--- src/rtl/wave_gen_if.sv ---
// Stream and control bundle for the wave_gen waveform generator.
// The master side supplies waveform settings and back-pressure and consumes
// samples. The slave side (the generator) produces the samples.
interface wave_gen_if #(
    parameter int width_p       = 12,
    parameter int phase_width_p = 16
);
    logic                     enable_i;
    logic [phase_width_p-1:0] incr_i;
    logic [1:0]               mode_i;
    logic [width_p-1:0]       duty_i;
    logic [width_p-1:0]       amp_i;
    logic                     ready_i;
    logic [width_p-1:0]       data_o;
    logic                     valid_o;
    logic                     sop_o;

    modport master (
        output enable_i, incr_i, mode_i, duty_i, amp_i, ready_i,
        input  data_o, valid_o, sop_o
    );

    modport slave (
        input  enable_i, incr_i, mode_i, duty_i, amp_i, ready_i,
        output data_o, valid_o, sop_o
    );
endinterface

--- src/rtl/wave_gen.sv ---
// Phase-accumulator waveform generator with a valid/ready output stream.
// Each accepted slot produces one amplitude-scaled sample from the current
// phase, then advances the phase. Waveform changes are held back until the
// phase wraps, so a period is never a mix of two shapes.
module wave_gen #(
    parameter int width_p       = 12,
    parameter int phase_width_p = 16
) (
    input  logic         clk_i,
    input  logic         reset_i,
    wave_gen_if.slave    bus
);
    typedef enum logic [1:0] {
        SAW_UP = 2'd0,
        SAW_DN = 2'd1,
        TRI    = 2'd2,
        SQUARE = 2'd3
    } mode_t;

    // The triangle reads the slice just below the MSB, so the accumulator
    // needs at least one bit more than the sample.
    generate
        if (phase_width_p < width_p + 1) begin : g_bad_width
            $error("wave_gen: phase_width_p must be >= width_p+1");
        end
    endgenerate

    logic [phase_width_p-1:0] r_phase;
    mode_t                    r_mode;
    logic                     r_wrap;
    logic [width_p-1:0]       r_data;
    logic                     r_sop;
    logic                     r_valid;

    logic                     w_load;
    logic [phase_width_p:0]   w_sum;
    logic                     w_carry;
    logic [width_p-1:0]       w_u;
    logic [width_p-1:0]       w_t;
    logic                     w_msb;
    logic [width_p-1:0]       w_f;
    logic [width_p:0]         w_amp_plus1;
    logic [width_p-1:0]       w_scaled;

    // A new sample may be produced when the output slot is empty or is being
    // drained this cycle.
    assign w_load  = bus.enable_i && (!r_valid || bus.ready_i);

    // Extra top bit of the sum is the period-wrap carry.
    assign w_sum   = {1'b0, r_phase} + {1'b0, bus.incr_i};
    assign w_carry = w_sum[phase_width_p];

    assign w_u   = r_phase[phase_width_p-1 -: width_p];
    assign w_t   = r_phase[phase_width_p-2 -: width_p];
    assign w_msb = r_phase[phase_width_p-1];

    // Unscaled waveform value for the current phase and latched mode.
    always_comb begin
        w_f = '0;
        unique case (r_mode)
            SAW_UP: w_f = w_u;
            SAW_DN: w_f = ~w_u;
            TRI:    w_f = w_msb ? ~w_t : w_t;
            SQUARE: w_f = (w_u < bus.duty_i) ? '1 : '0;
            default: w_f = '0;
        endcase
    end

    // amp+1 lets amp = full scale pass f through unchanged after the shift.
    assign w_amp_plus1 = {1'b0, bus.amp_i} + (width_p+1)'(1);
    assign w_scaled    = width_p'(({{width_p{1'b0}}, w_f} *
                                   {{(width_p-1){1'b0}}, w_amp_plus1}) >> width_p);

    // Output slot, phase accumulator and wrap flag; a held sample never moves.
    always_ff @(posedge clk_i) begin
        if (reset_i) begin
            r_phase <= '0;
            r_wrap  <= 1'b1;
            r_data  <= '0;
            r_sop   <= 1'b0;
            r_valid <= 1'b0;
        end else if (w_load) begin
            r_data  <= w_scaled;
            r_sop   <= r_wrap;
            r_valid <= 1'b1;
            r_phase <= w_sum[phase_width_p-1:0];
            r_wrap  <= w_carry;
        end else if (r_valid && bus.ready_i) begin
            r_valid <= 1'b0;
        end
    end

    // Mode is adopted only at a period boundary or while generation is idle.
    always_ff @(posedge clk_i) begin
        if (reset_i) begin
            r_mode <= mode_t'(bus.mode_i);
        end else if ((w_load && w_carry) || !bus.enable_i) begin
            r_mode <= mode_t'(bus.mode_i);
        end
    end

    assign bus.data_o  = r_data;
    assign bus.sop_o   = r_sop;
    assign bus.valid_o = r_valid;
endmodule

--- src/flat_wrapper.sv ---
// flat-port wrapper written by rule: the top's interface ports become plain ports
module wave_gen_flat 
#(
    parameter int width_p       = 12,
    parameter int phase_width_p = 16
)
  (clk_i, reset_i, bus_enable_i, bus_incr_i, bus_mode_i, bus_duty_i, bus_amp_i, bus_ready_i, bus_data_o, bus_valid_o, bus_sop_o);
  wave_gen_if #(.width_p(width_p), .phase_width_p(phase_width_p)) bus_i ();
  input  logic clk_i;
  input  logic reset_i;
  input wire logic [$bits(bus_i.enable_i)-1:0] bus_enable_i;
  input wire logic [$bits(bus_i.incr_i)-1:0] bus_incr_i;
  input wire logic [$bits(bus_i.mode_i)-1:0] bus_mode_i;
  input wire logic [$bits(bus_i.duty_i)-1:0] bus_duty_i;
  input wire logic [$bits(bus_i.amp_i)-1:0] bus_amp_i;
  input wire logic [$bits(bus_i.ready_i)-1:0] bus_ready_i;
  output wire logic [$bits(bus_i.data_o)-1:0] bus_data_o;
  output wire logic [$bits(bus_i.valid_o)-1:0] bus_valid_o;
  output wire logic [$bits(bus_i.sop_o)-1:0] bus_sop_o;
  assign bus_i.enable_i = bus_enable_i;
  assign bus_i.incr_i = bus_incr_i;
  assign bus_i.mode_i = bus_mode_i;
  assign bus_i.duty_i = bus_duty_i;
  assign bus_i.amp_i = bus_amp_i;
  assign bus_i.ready_i = bus_ready_i;
  assign bus_data_o = bus_i.data_o;
  assign bus_valid_o = bus_i.valid_o;
  assign bus_sop_o = bus_i.sop_o;
  wave_gen #(.width_p(width_p), .phase_width_p(phase_width_p)) u_core (.clk_i(clk_i), .reset_i(reset_i), .bus(bus_i));
endmodule
--- config.mk ---
export PLATFORM = sky130hd
export DESIGN_NAME = wave_gen_flat
export DESIGN_NICKNAME = d
export VERILOG_FILES = /design/src/rtl/wave_gen_if.sv /design/src/rtl/wave_gen.sv /design/src/flat_wrapper.sv
export SDC_FILE = /design/constraint.sdc
export NUM_CORES = 1
export LEC_CHECK = 0
export ABC_AREA = 1
export CAP_MARGIN = 10
export CORE_MARGIN = 2
export CORE_UTILIZATION = 50
export CTS_BUF_LIST = sky130_fd_sc_hd__clkbuf_16
export DETAILED_ROUTE_END_ITERATION = 10
export MAX_ROUTING_LAYER = met4
export PLACE_DENSITY_LB_ADDON = 0.08
export SLEW_MARGIN = 20
export SYNTH_ARGS = -nofsm -noshare
export SYNTH_HDL_FRONTEND = slang
export SYNTH_SLANG_ARGS = --single-unit
--- constraint.sdc ---
create_clock -name clk_i -period 11 [get_ports clk_i]
set_input_delay 2.2 -clock clk_i [delete_from_list [all_inputs] [get_ports clk_i]]
set_output_delay 2.2 -clock clk_i [all_outputs]
set_load 0.05 [all_outputs]
==> summary.md <==
| Metric | Value |
|---|---|
| Status | finished clean |
| Final hold viol count | 0 |
| Sink Count | 33 |
| Gr ovfl total | 0 |
| Pre-antenna DRT Iters | 5 |
| Skew final | between 0.007 and 0.008 ns |
| Clock buffer depth | 2 |
| Initial antenna violation count | 0 |
| Global Route Usage Sum | a little over a quarter |
| CTS resizes | 0 |
| Worst Hold Class | flip-flop to flip-flop |
| Max Fclk | ~110 MHz |
| Post-CTS setup buffer count | 0 |
| Starting Density | around half |
| CP endpoint kind | flip-flop |
| NumNets Final | 1379 |
| Die width | roughly 130 um |
| Synth Net Count | approximately 1.3k |
| Worst-Skew Late Latency | ~0.28 ns |
| Vias in the first global route | 6911 |
| Slowest Stage Delay on Critical Path | 0.55 ns |
| Tightest Pin Transition | between 0.9 and 1 ns |
| Num CTS Buffers | 5 |
| I/O Pins | 60 |
| Post-synth EDFFs | 2 |
| Crit Path Class | primary input to flip-flop |
| Syn Inst Count | around 1.1k |
| Largest net degree at the start of global routing | 35 |
| HPWL Detailed | 17100 um |
| RePlAce Congestion | about 0.95 |
| Period utilisation layout | about 82% |
| ANT cells | 0 |
| First-pass GRT wire length | approximately 34000 um |
| Final count of pins violating max slew | 0 |
| Clk slew on worst S/H paths | 0.06 ns |
| Max stage delay cell, worst path | fa_1 |
| CP Launch Type | primary input |
| Utilization after layout | 57.3% |
| Die height | between 100 and 150 um |
| Worst slew margin | 34.0% |
| Commonest cells post-synth | inv_1, nand2_1, fa_1, nor2_1, ha_1 |
| Antenna-violating nets left | 0 |
| Final setup TNS | 0 ns |
| H-tree Lvls | 2 |
| Synth area leader | fa_1 |
| Fill count | between 1.5k and 2k |
| Post-synthesis register bit count | 33 |
| Die Footprint | 16500 um^2 |
| # rows | 45 |
| Tmin final | 9.05 ns |
| Top-count cell post-synth | inv_1 |
| DP Area | 8540 um^2 |
| Setup violators final | 0 |
| DR iter-0 viols | approximately 430 |
| Max-cap violations | 0 |
| DR WL/cell | between 15 and 20 um |
| Via count | 6856 |
| Number of port buffers | 59 |
| Clock root cell | clkbuf_16 |
| Core area | 15100 um^2 |
| Synthesized area per cell | ~7 um^2 |
| Unrepaired setup endpoints after global routing | no |
| Critical Path AT | 9.20 ns |
| CTS tree | built |
| Worst endpoint required time | between 10 and 15 ns |
| Drt via density | about 5.2 |
| Ys async rst share | 0% |
| CP dominant cell by count | inv_1 |
| YS warnings | 0 |
| Layout cells sized above 1 | ~3% |
| Hold Slack | ~0.48 ns |
| Max Fanout on Critical Path | 12 |
| Routed wire length | around 20000 um |
| Largest cells by area after synthesis | fa_1, ha_1, inv_1, nand2_1, dfxtp_1 |
| DRC violations left | 0 |
| Fin area | a little under 9000 um^2 |
| Share of the synthesized area in the top cell type | 28.2% |
| Ys flop type | dfxtp_1 |
| Register area share after synthesis | 8.79% |
| Post-Syn Area | 7740 um^2 |
| Synth cell types | 47 |
| Post-CTS Hold Fix Bufs | 0 |
| Synth-to-layout area growth | 12.1% |
path summary, 6_finish.rpt:
path	start	to	slack [ns]	cells past startpoint
setup / recovery	bus_duty_i[10]	u_core.bus.data_o[11]	1.95	32
hold / removal	u_core.r_wrap	u_core.r_wrap	0.48	2
setup reg to reg	u_core.r_phase[15]	u_core.bus.data_o[11]	3.70	30
hold reg to reg	u_core.r_wrap	u_core.r_wrap	0.48	2
metrics by stage:
stage / setup slack (ns) / cells
final: 1.95 / 1329
after global routing: 1.25 / 1329
after CTS: 2.02 / 1329
after detailed placement: 1.76 / 1321
after global placement: 1.75 / 1321
after floorplan: 3.05 / 1085
worst max-delay path, delay by kind of cell:
kind,cells,cell delay (ns)
buffers and inverters,9,1.35
AND/OR/NAND/NOR,9,1.03
adder cells (fa/ha/maj),7,3.16
AO/OA/AOI/OAI,7,1.45
per-layer routing:
| layer | wire (um) | vias up | part of all wire [%] | track usage [%] |
|---|---|---|---|---|
| met3 | 1060 | 31 | 5.2 | 3.08 |
| li1 | - | 3443 | - | - |
| met2 | 9160 | 195 | 45 | 43.4 |
| met5 | 0 | - | 0 | - |
| met1 | 9720 | 3187 | 48 | 37.1 |
| met4 | 463 | 0 | 2.3 | 7.11 |
area by class of cell:
class                      instances  area (um^2)  share of cell area [%]
clock buffer                       5          125                    1.44
clock inverter                     3         12.5                   0.144
inverter                         268         1010                    11.6
multi-input combinational        763         5960                    68.6
sequential                        33          681                    7.84
tap                              188          235                    2.71
timing repair buffer              69          666                    7.67
kinds of logic after synthesis:
group / Yosys count / share of synthesized area [%]
AO/OA/AOI/OAI: 147 / 11.1
XOR/XNOR: 27 / 3.05
adder cells (fa/ha/maj): 193 / 41.7
buffers and inverters: 289 / 14.3
flip-flops: 33 / 8.79
AND/OR/NAND/NOR: 396 / 21.0
state kept, by name, summed over array words and instances (netlist names):
signal / count
u_core.r_mode: 2
u_core.bus.sop_o: 1
u_core.bus.data_o: 12
u_core.r_phase: 16
u_core.bus.valid_o: 1
u_core.r_wrap: 1
layout by cell type (no fill, tap or decap), types with 6 or more instances in the layout:
| cell type | n |
|---|---|
| o21ai_1 | 10 |
| a21oi_1 | 57 |
| nand3_1 | 40 |
| o21ai_0 | 38 |
| dfxtp_1 | 31 |
| ha_1 | 84 |
| nor2_1 | 108 |
| nand2_1 | 222 |
| clkdlybuf4s50_1 | 59 |
| fa_1 | 109 |
| o211ai_1 | 7 |
| xor2_1 | 22 |
| nand2_2 | 6 |
| o2111ai_1 | 10 |
| clkinv_1 | 9 |
| buf_4 | 10 |
| inv_1 | 258 |
Power is not shown: default switching activity piles up to over one toggle a cycle in this logic, so the estimate is an artifact.
